$ cat src/rtl/dm_access_arbiter_if.sv
// Bus bundle between the two requesters, the data memory port and the arbiter.
interface dm_access_arbiter_if #(
  parameter int ADDR_W = 32,
  parameter int DATA_W = 32
);
  logic              p_req;
  logic              p_we;
  logic [ADDR_W-1:0] p_addr;
  logic [DATA_W-1:0] p_wdata;
  logic              p_ack;
  logic [DATA_W-1:0] p_rdata;

  logic              c_req;
  logic              c_we;
  logic [ADDR_W-1:0] c_addr;
  logic [DATA_W-1:0] c_wdata;
  logic              c_ack;
  logic [DATA_W-1:0] c_rdata;

  logic              dm_wr;
  logic [ADDR_W-1:0] dm_addr;
  logic [DATA_W-1:0] dm_wdata;
  logic [DATA_W-1:0] dm_rdata;
  logic              busy;

  // Arbiter view
  modport slave (
    input  p_req, p_we, p_addr, p_wdata,
    input  c_req, c_we, c_addr, c_wdata,
    input  dm_rdata,
    output p_ack, p_rdata, c_ack, c_rdata,
    output dm_wr, dm_addr, dm_wdata, busy
  );

  // Requester/memory environment view
  modport master (
    output p_req, p_we, p_addr, p_wdata,
    output c_req, c_we, c_addr, c_wdata,
    output dm_rdata,
    input  p_ack, p_rdata, c_ack, c_rdata,
    input  dm_wr, dm_addr, dm_wdata, busy
  );
endinterface

$ cat src/rtl/dm_access_arbiter.sv
// Shares the data memory port between the pipeline (p_*) and comp (c_*)
// requesters. Each transaction runs IDLE -> SERVE -> ACK with registered
// memory controls and a one-cycle ack carrying the captured read data.
module dm_access_arbiter #(
  parameter int ADDR_W    = 32,
  parameter int DATA_W    = 32,
  parameter int PRIO_MODE = 0,
  parameter int MAX_WAIT  = 3
) (
  input  logic               clk,
  input  logic               reset,
  dm_access_arbiter_if.slave bus
);

  typedef enum logic [1:0] {ST_IDLE, ST_SERVE, ST_ACK} state_t;

  localparam logic [3:0] LP_MAX_WAIT = 4'(MAX_WAIT);

  state_t            r_state;
  state_t            w_next_state;
  logic              r_owner_c;
  logic              r_last_c;
  logic [3:0]        r_c_wait;
  logic              r_dm_wr;
  logic [ADDR_W-1:0] r_dm_addr;
  logic [DATA_W-1:0] r_dm_wdata;
  logic              r_p_ack;
  logic              r_c_ack;
  logic [DATA_W-1:0] r_p_rdata;
  logic [DATA_W-1:0] r_c_rdata;

  logic              w_any_req;
  logic              w_grant_c;
  logic [3:0]        w_c_wait_nxt;

  assign bus.dm_wr    = r_dm_wr;
  assign bus.dm_addr  = r_dm_addr;
  assign bus.dm_wdata = r_dm_wdata;
  assign bus.p_ack    = r_p_ack;
  assign bus.c_ack    = r_c_ack;
  assign bus.p_rdata  = r_p_rdata;
  assign bus.c_rdata  = r_c_rdata;
  assign bus.busy     = (r_state != ST_IDLE);

  // Next state, grant decision and comp starvation counter update
  always_comb begin
    w_next_state = r_state;
    w_any_req    = bus.p_req | bus.c_req;
    w_grant_c    = 1'b0;
    w_c_wait_nxt = r_c_wait;
    case (r_state)
      ST_IDLE: begin
        if (bus.p_req && bus.c_req) begin
          if (PRIO_MODE == 0) w_grant_c = ~r_last_c;
          else                w_grant_c = (r_c_wait == LP_MAX_WAIT);
        end else begin
          w_grant_c = bus.c_req;
        end
        if (!bus.c_req || w_grant_c) w_c_wait_nxt = '0;
        else if (r_c_wait != 4'hF)   w_c_wait_nxt = r_c_wait + 4'd1;
        if (w_any_req) w_next_state = ST_SERVE;
      end
      ST_SERVE: w_next_state = ST_ACK;
      ST_ACK:   w_next_state = ST_IDLE;
      default:  w_next_state = ST_IDLE;
    endcase
  end

  // State register
  always_ff @(posedge clk or posedge reset) begin
    if (reset) r_state <= ST_IDLE;
    else       r_state <= w_next_state;
  end

  // Latch the winner's request, drive memory, capture read data and ack
  always_ff @(posedge clk or posedge reset) begin
    if (reset) begin
      r_owner_c  <= 1'b0;
      r_last_c   <= 1'b1;
      r_c_wait   <= '0;
      r_dm_wr    <= 1'b0;
      r_dm_addr  <= '0;
      r_dm_wdata <= '0;
      r_p_ack    <= 1'b0;
      r_c_ack    <= 1'b0;
      r_p_rdata  <= '0;
      r_c_rdata  <= '0;
    end else begin
      case (r_state)
        ST_IDLE: begin
          r_c_wait <= w_c_wait_nxt;
          if (w_any_req) begin
            r_owner_c  <= w_grant_c;
            r_last_c   <= w_grant_c;
            r_dm_wr    <= w_grant_c ? bus.c_we    : bus.p_we;
            r_dm_addr  <= w_grant_c ? bus.c_addr  : bus.p_addr;
            r_dm_wdata <= w_grant_c ? bus.c_wdata : bus.p_wdata;
          end else begin
            r_dm_wr <= 1'b0;
          end
        end
        ST_SERVE: begin
          r_dm_wr <= 1'b0;
          if (r_owner_c) begin
            r_c_rdata <= bus.dm_rdata;
            r_c_ack   <= 1'b1;
          end else begin
            r_p_rdata <= bus.dm_rdata;
            r_p_ack   <= 1'b1;
          end
        end
        ST_ACK: begin
          r_p_ack <= 1'b0;
          r_c_ack <= 1'b0;
        end
        default: begin
          r_dm_wr <= 1'b0;
        end
      endcase
    end
  end

endmodule
$ cat src/flat_wrapper.sv
// flat-port wrapper written by rule: the top's interface ports become plain ports
module dm_access_arbiter_flat 
#(
  parameter int ADDR_W    = 32,
  parameter int DATA_W    = 32,
  parameter int PRIO_MODE = 0,
  parameter int MAX_WAIT  = 3
)
  (clk, reset, bus_p_req, bus_p_we, bus_p_addr, bus_p_wdata, bus_c_req, bus_c_we, bus_c_addr, bus_c_wdata, bus_dm_rdata, bus_p_ack, bus_p_rdata, bus_c_ack, bus_c_rdata, bus_dm_wr, bus_dm_addr, bus_dm_wdata, bus_busy);
  dm_access_arbiter_if #(.ADDR_W(ADDR_W), .DATA_W(DATA_W)) bus_i ();
  input  logic clk;
  input  logic reset;
  input wire logic [$bits(bus_i.p_req)-1:0] bus_p_req;
  input wire logic [$bits(bus_i.p_we)-1:0] bus_p_we;
  input wire logic [$bits(bus_i.p_addr)-1:0] bus_p_addr;
  input wire logic [$bits(bus_i.p_wdata)-1:0] bus_p_wdata;
  input wire logic [$bits(bus_i.c_req)-1:0] bus_c_req;
  input wire logic [$bits(bus_i.c_we)-1:0] bus_c_we;
  input wire logic [$bits(bus_i.c_addr)-1:0] bus_c_addr;
  input wire logic [$bits(bus_i.c_wdata)-1:0] bus_c_wdata;
  input wire logic [$bits(bus_i.dm_rdata)-1:0] bus_dm_rdata;
  output wire logic [$bits(bus_i.p_ack)-1:0] bus_p_ack;
  output wire logic [$bits(bus_i.p_rdata)-1:0] bus_p_rdata;
  output wire logic [$bits(bus_i.c_ack)-1:0] bus_c_ack;
  output wire logic [$bits(bus_i.c_rdata)-1:0] bus_c_rdata;
  output wire logic [$bits(bus_i.dm_wr)-1:0] bus_dm_wr;
  output wire logic [$bits(bus_i.dm_addr)-1:0] bus_dm_addr;
  output wire logic [$bits(bus_i.dm_wdata)-1:0] bus_dm_wdata;
  output wire logic [$bits(bus_i.busy)-1:0] bus_busy;
  assign bus_i.p_req = bus_p_req;
  assign bus_i.p_we = bus_p_we;
  assign bus_i.p_addr = bus_p_addr;
  assign bus_i.p_wdata = bus_p_wdata;
  assign bus_i.c_req = bus_c_req;
  assign bus_i.c_we = bus_c_we;
  assign bus_i.c_addr = bus_c_addr;
  assign bus_i.c_wdata = bus_c_wdata;
  assign bus_i.dm_rdata = bus_dm_rdata;
  assign bus_p_ack = bus_i.p_ack;
  assign bus_p_rdata = bus_i.p_rdata;
  assign bus_c_ack = bus_i.c_ack;
  assign bus_c_rdata = bus_i.c_rdata;
  assign bus_dm_wr = bus_i.dm_wr;
  assign bus_dm_addr = bus_i.dm_addr;
  assign bus_dm_wdata = bus_i.dm_wdata;
  assign bus_busy = bus_i.busy;
  dm_access_arbiter #(.ADDR_W(ADDR_W), .DATA_W(DATA_W), .PRIO_MODE(PRIO_MODE), .MAX_WAIT(MAX_WAIT)) u_core (.clk(clk), .reset(reset), .bus(bus_i));
endmodule
$ cat config.mk
export PLATFORM = sky130hd
export DESIGN_NAME = dm_access_arbiter_flat
export DESIGN_NICKNAME = d
export VERILOG_FILES = /design/src/rtl/dm_access_arbiter_if.sv /design/src/rtl/dm_access_arbiter.sv /design/src/flat_wrapper.sv
export SDC_FILE = /design/constraint.sdc
export NUM_CORES = 1
export LEC_CHECK = 0
export CAP_MARGIN = 15
export CORE_MARGIN = 5
export CORE_UTILIZATION = 44
export CTS_BUF_LIST = sky130_fd_sc_hd__clkbuf_2 sky130_fd_sc_hd__clkbuf_4 sky130_fd_sc_hd__clkbuf_8
export DETAILED_ROUTE_END_ITERATION = 16
export PLACE_DENSITY = 0.87
export RECOVER_POWER = 100
export SYNTH_ARGS = -nofsm -noshare
export SYNTH_HDL_FRONTEND = slang
export SYNTH_SLANG_ARGS = --single-unit
$ cat constraint.sdc
create_clock -name clk -period 8.58 [get_ports clk]
set_input_delay 1.716 -clock clk [delete_from_list [all_inputs] [get_ports clk]]
set_output_delay 1.716 -clock clk [all_outputs]
set_load 0.02 [all_outputs]
==> metrics.cfg, run 1 <==
[sta]
timing.fmax_mhz=190
finalCritPeriodShare_pct=61.5
min_period_ns=5.27
finalHoldViolations=0
tightest_slew_ns=3.08
drv_slew=149
fin_setup_tns_ns=0
finalSetupViolCount=0
fin_worst_skew_ns=0.0118
maxSlewHeadroom_pct=-108
rsz0062_at_grt=false

[finish]
fin_util_pct=70.7
diodes=0
layout-drive-gt1-share_pct=7.39
layout.nets=965
nFillCells=914
area_growth_pct=59.4

[drt]
drtIter0Drc=443
drc_errors=0
routed_via_density=5.53
num_vias=5460
post_drt_wl_per_cell_um=20.3
ant_nets=0
drt_wl_total_mm=20.1
first_pass_iters=5

[power_and_ir_drop]
cellPowerDensity_mw_per_mm2=373
vdd_drop_max_mv=0.150
p_leak_uw=0.00387

[place]
io_buffer_count=297
detailed_place_hpwl_mm=14.2
place_congestion=0.811

[floorplanning]
fp.coreArea_mm2=0.0131
fp.dieH_um=125
initial_utilization_pct=44.4
die_x_um=125
die_area_mm2=0.0156
io_pins=298
row_count=42

[grt]
grt_antenna_before_repair=0
grt_pass1_wl_mm=31.0
grt_pass1_vias=5595
grt_usage_pct=24.9
grt_max_degree=85
overflow=0

[worst_setup_path]
path_delay_family=compound AO/OA/AOI/OAI gates
start_kind=input port
cp.arrival_ns=5.56
crit_buf_inv=2
slowest_delay_ns=2.32
slowest_stage=o21ai_0
end_kind=flip-flop
worstSetupPathType=input port to flip-flop
cp.required_ns=8.87
crit_chain=dlygate4sd3_1, o21ai_0, buf_4, o31ai_1
crit_fanout=41

[yosys]
synth.yosys.seq_area_share_pct=58.0
avgSynthCellArea_um2=11.2
yosys_warnings=0
netlist_instances=522
ys_types=28
syn_nets=688
synth-seq-cells=135
syn_area_mm2=0.00583

[clock_tree]
cts.sinks=135
cts_hold_repair.buffers=0
clk_pin_slew_ns=0.07
insertion_delay_ns=0.43
cts_resized=0
cts_tree=built
cts_buffer_depth=2
h-tree-depth=4
numCtsBuffers=17
root_buffer=clkbuf_8
post-cts-setup-buffers=0

[flow_run]
max-cap-violations=4

[status]
status=finished with violations
violations=max-capacitance violations, max-slew violations

[worst_hold_path]
hold_class=flip-flop to flip-flop

[registers in the layout, summed over array words and instances (netlist names)]
| name | cells |
|---|---|
| u_core.r_state | 2 |
| u_core.bus.p_ack | 1 |
| u_core.bus.dm_addr | 32 |
| u_core.bus.dm_wdata | 32 |
| u_core.r_owner_c | 1 |
| u_core.r_last_c | 1 |
| u_core.bus.dm_wr | 1 |
| u_core.bus.p_rdata | 32 |
| u_core.bus.c_rdata | 32 |
| u_core.bus.c_ack | 1 |
[logic make-up after synthesis]
family	synth area share (%)
buffers and inverters	4.40
flip-flops	58.0
multiplexers	12.5
AND/OR/NAND/NOR	4.79
AO/OA/AOI/OAI	20.3
[final timing paths]
kind                       slack [ns]                       to  cells after the start                   start
setup / recovery                 3.31  u_core.bus.dm_wdata[23]                      4               bus_p_req
hold / removal                   0.48   u_core.bus.p_rdata[23]                      1  u_core.bus.p_rdata[23]
setup reg to reg                 5.05   u_core.bus.p_rdata[25]                      3       u_core.r_state[0]
hold reg to reg                  0.48   u_core.bus.p_rdata[23]                      1  u_core.bus.p_rdata[23]
max in group asynchronous        4.57          u_core.r_last_c                      4                   reset
min in group asynchronous        2.30   u_core.bus.p_rdata[10]                      2                   reset
[cells in the final DEF, fill, tap and decap left out, drive strengths merged, types with 3 or more instances in the layout]
cell           Yosys  final
clkdlybuf4s50      0    164
dfrtp            134    134
dlygate4sd3        0    133
o21ai             65     65
nor2              65     65
mux2              64     64
a21oi             63     63
o31ai             63     63
clkbuf            17     20
clkinv             0      8
buf               31      7
clkinvlp           0      4
inv                4      4
nand2              3      3
[layout make-up]
| type | count | area, µm² | share of cell area, % |
|---|---|---|---|
| Sequential cell | 135 | 3380 | 36.4 |
| Timing Repair Buffer | 306 | 3070 | 33.1 |
| Multi-Input combinational cell | 335 | 2210 | 23.8 |
| Clock buffer | 18 | 241 | 2.60 |
| Tap cell | 176 | 220 | 2.37 |
| Clock inverter | 14 | 150 | 1.62 |
| Inverter | 4 | 16.3 | 0.175 |
[where the power goes]
group / switching, µW / internal (µW) / total (µW)
Combinational: 1040 / 776 / 1810
Sequential: 166 / 963 / 1130
Clock: 259 / 263 / 522
Total: 1460 / 2000 / 3460
[layer usage]
metal / vias up / global-route usage, % / wire length, µm / share of wire [%]
met3: 41 / 7.85 / 1720 / 8.6
met2: 325 / 42.4 / 10200 / 51
li1: 2440 / - / - / -
met5: - / 0 / 0 / 0
met4: 0 / 8.42 / 552 / 2.7
met1: 2654 / 30.1 / 7600 / 38
[cell usage after synthesis, drive strengths merged]
master	count	share of area [%]
o31ai	63	8.1
inv	4	0.26
mux2	64	12
a22o	2	0.30
a21o	1	0.13
dfrtp	134	58
dfstp	1	0.45
o22ai	1	0.11
a21bo	1	0.17
a21boi	1	0.19
nand2	3	0.19
nor2b	2	0.26
clkbuf	17	1.1
o21ai	65	5.6
a211oi	1	0.13
nand2b	1	0.11
a21oi	63	5.4
a2bb2oi	1	0.15
mux2i	1	0.17
nor2	65	4.2
buf	31	3.0
[per-stage QoR]
step                      hold WS (ns)  total power, µW  worst slack (ns)  cell area, µm²  std cells
final                            0.484             3460              3.31            9290        988
after global routing             0.502             3660              2.94            9290        988
after CTS                        0.494             3610              4.16            9270        986
after detailed placement         0.476             3070              4.48            8870        954
after global placement           0.462             3000              4.61            8870        954
after floorplan                  0.469             2150              3.25            5830        522
Note: power is estimated with default switching activity, not from simulation.
==> inputs of run 2 (changes only) <==
--- a/config.mk
+++ b/config.mk
@@ -7,10 +7,10 @@
 export LEC_CHECK = 0
 export CAP_MARGIN = 15
 export CORE_MARGIN = 5
-export CORE_UTILIZATION = 44
+export CORE_UTILIZATION = 41
 export CTS_BUF_LIST = sky130_fd_sc_hd__clkbuf_2 sky130_fd_sc_hd__clkbuf_4 sky130_fd_sc_hd__clkbuf_8
 export DETAILED_ROUTE_END_ITERATION = 16
-export PLACE_DENSITY = 0.87
+export PLACE_DENSITY = 0.82
 export RECOVER_POWER = 100
 export SYNTH_ARGS = -nofsm -noshare
 export SYNTH_HDL_FRONTEND = slang
==> constraint.sdc (replaced) <==
create_clock -name clk -period 5.17 [get_ports clk]
set_input_delay 1.034 -clock clk [delete_from_list [all_inputs] [get_ports clk]]
set_output_delay 1.034 -clock clk [all_outputs]
set_load 0.02 [all_outputs]
==> run 2 against run 1 <==
The flow still finishes with violations (max-capacitance violations, max-slew violations); core utilization decreased by 4.0 points; final cell count is 0.10% higher; sequential share of layout area about the same; die area up 6.7%; global-route usage decreased by 1.9 points; total power increased by 66%; first-iteration DRC count is 26% lower; sequential power is 65% higher; flip-flop and latch count is the same; design area hardly changed; via count shrank 0.22%.
==> metrics.cfg, run 2 (synthesis results as in run 1) <==
[drt]
drc_errors=0  ; unchanged
num_vias=5448  ; -0.22%
ant_nets=0  ; unchanged
drt_wl_total_mm=19.8  ; -1.4%
drtIter0Drc=329  ; -26%
post_drt_wl_per_cell_um=20.0  ; -1.5%
routed_via_density=5.51  ; -0.32%
first_pass_iters=7  ; +2

[sta]
rsz0062_at_grt=false
hold_slack_ns=0.474  ; -0.0101 ns
min_period_ns=4.15
tightest_slew_ns=3.00  ; -0.0787 ns
fin_setup_tns_ns=0  ; unchanged
maxSlewHeadroom_pct=-101  ; +7.0 points
drv_slew=216  ; +45%
finalCritPeriodShare_pct=80.3
fin_worst_skew_ns=0.00902  ; -0.00282 ns
finalSetupViolCount=0  ; unchanged
finalHoldViolations=0  ; unchanged
timing.fmax_mhz=241

[power_and_ir_drop]
vdd_drop_max_mv=0.265  ; +77%
cellPowerDensity_mw_per_mm2=620  ; +66%
p_leak_uw=0.00387  ; -0.13%

[floorplanning]
fp.coreArea_mm2=0.0139  ; +6.1%
fp.dieH_um=129  ; +3.3%
die_x_um=129  ; +3.3%
initial_utilization_pct=41.8  ; -2.5 points
die_area_mm2=0.0167  ; +6.7%
row_count=43  ; +2.4%
io_pins=298  ; unchanged

[clock_tree]
cts_tree=built
post-cts-setup-buffers=0  ; unchanged
clk_pin_slew_ns=0.08  ; about the same
insertion_delay_ns=0.44  ; about the same
numCtsBuffers=17  ; unchanged
cts_buffer_depth=2  ; unchanged
cts.sinks=135  ; unchanged
root_buffer=clkbuf_8
cts_hold_repair.buffers=0  ; unchanged
cts_resized=0  ; unchanged
h-tree-depth=4  ; unchanged

[worst_setup_path]
worstSetupPathType=flip-flop to output port
cp.required_ns=4.14  ; -4.73 ns
end_kind=output port
cp.arrival_ns=3.12  ; -2.44 ns
crit_fanout=66  ; +61%
start_kind=flip-flop

[finish]
area_growth_pct=59.4  ; about the same
layout-drive-gt1-share_pct=7.29  ; -0.096 points
final_common_cell=clkdlybuf4s50_1
nFillCells=1055  ; +15%
diodes=0  ; unchanged
layout.nets=963  ; -0.21%
final_cell_mix=clkdlybuf4s50_1 (165), dfrtp_1 (134), dlygate4sd3_1 (132)

[grt]
grt_pass1_vias=5590  ; -0.089%
grt_antenna_before_repair=0  ; unchanged
overflow=0  ; unchanged
grt_usage_pct=23.0  ; -1.9 points
grt_pass1_wl_mm=30.1  ; -2.9%
grt_max_degree=136  ; +60%

[place]
place_congestion=0.808  ; -0.41%
io_buffer_count=297  ; unchanged
detailed_place_hpwl_mm=14.0  ; -1.3%

[status]
status=finished with violations
violations=max-capacitance violations, max-slew violations

[flow_run]
max-cap-violations=5  ; +1

[worst_hold_path]
hold_class=flip-flop to flip-flop

## run 2: per-stage QoR
stage / setup slack [ns] / std cells / area [µm²] / power, µW / util [%]
2_1_floorplan: 0.527 / 522 / 5830 / 3560 / -
3_3_place_gp: 1.86 / 956 / 8870 / 4970 / 63.6
3_5_place_dp: 1.70 / 956 / 8870 / 5080 / 63.6
4_1_cts: 1.68 / 987 / 9270 / 6020 / 66.6
5_1_grt: 0.801 / 989 / 9290 / 6100 / 66.7
6_report: 1.02 / 989 / 9290 / 5760 / 66.7
## run 2: critical path, stage by stage, from the launching register on
cell	delay, ns
dfrtp_1	0.42
nor2_4	0.06
inv_1	1.32
clkdlybuf4s50_1	0.85
## run 2: worst paths after layout
check	from	end	slack (ns)	depth (start not counted)
max	u_core.r_state[1]	bus_busy	1.02	3
min	u_core.bus.p_ack	u_core.bus.p_ack	0.47	1
max reg2reg	u_core.r_state[1]	u_core.bus.p_rdata[24]	1.69	3
min reg2reg	u_core.bus.p_ack	u_core.bus.p_ack	0.47	1
max in group asynchronous	reset	u_core.r_last_c	2.27	3
min in group asynchronous	reset	u_core.bus.dm_addr[9]	1.71	2
## run 2: per-layer routing
layer | vias up | wire, µm | GRT usage [%]
met5 | - | 0 | 0
met4 | 0 | 619 | 8.96
li1 | 2442 | - | -
met2 | 306 | 9690 | 38.4
met1 | 2649 | 7520 | 27.5
met3 | 51 | 1990 | 7.96
## run 2: power breakdown
group	leakage, µW	total, µW	internal, µW	switching [µW]
Clock	0.000195	906	478	429
Combinational	0.00205	2990	1290	1710
Sequential	0.00162	1860	1600	267
Total	0.00387	5760	3360	2400
## run 2: final cells by class
class	count	area (µm²)	share of cell area, %
tap	180	225	2.42
clock inverter	14	174	1.87
inverter	4	16.3	0.175
timing repair buffer	304	3050	32.9
clock buffer	17	234	2.52
multi-input combinational	335	2210	23.8
sequential	135	3380	36.4
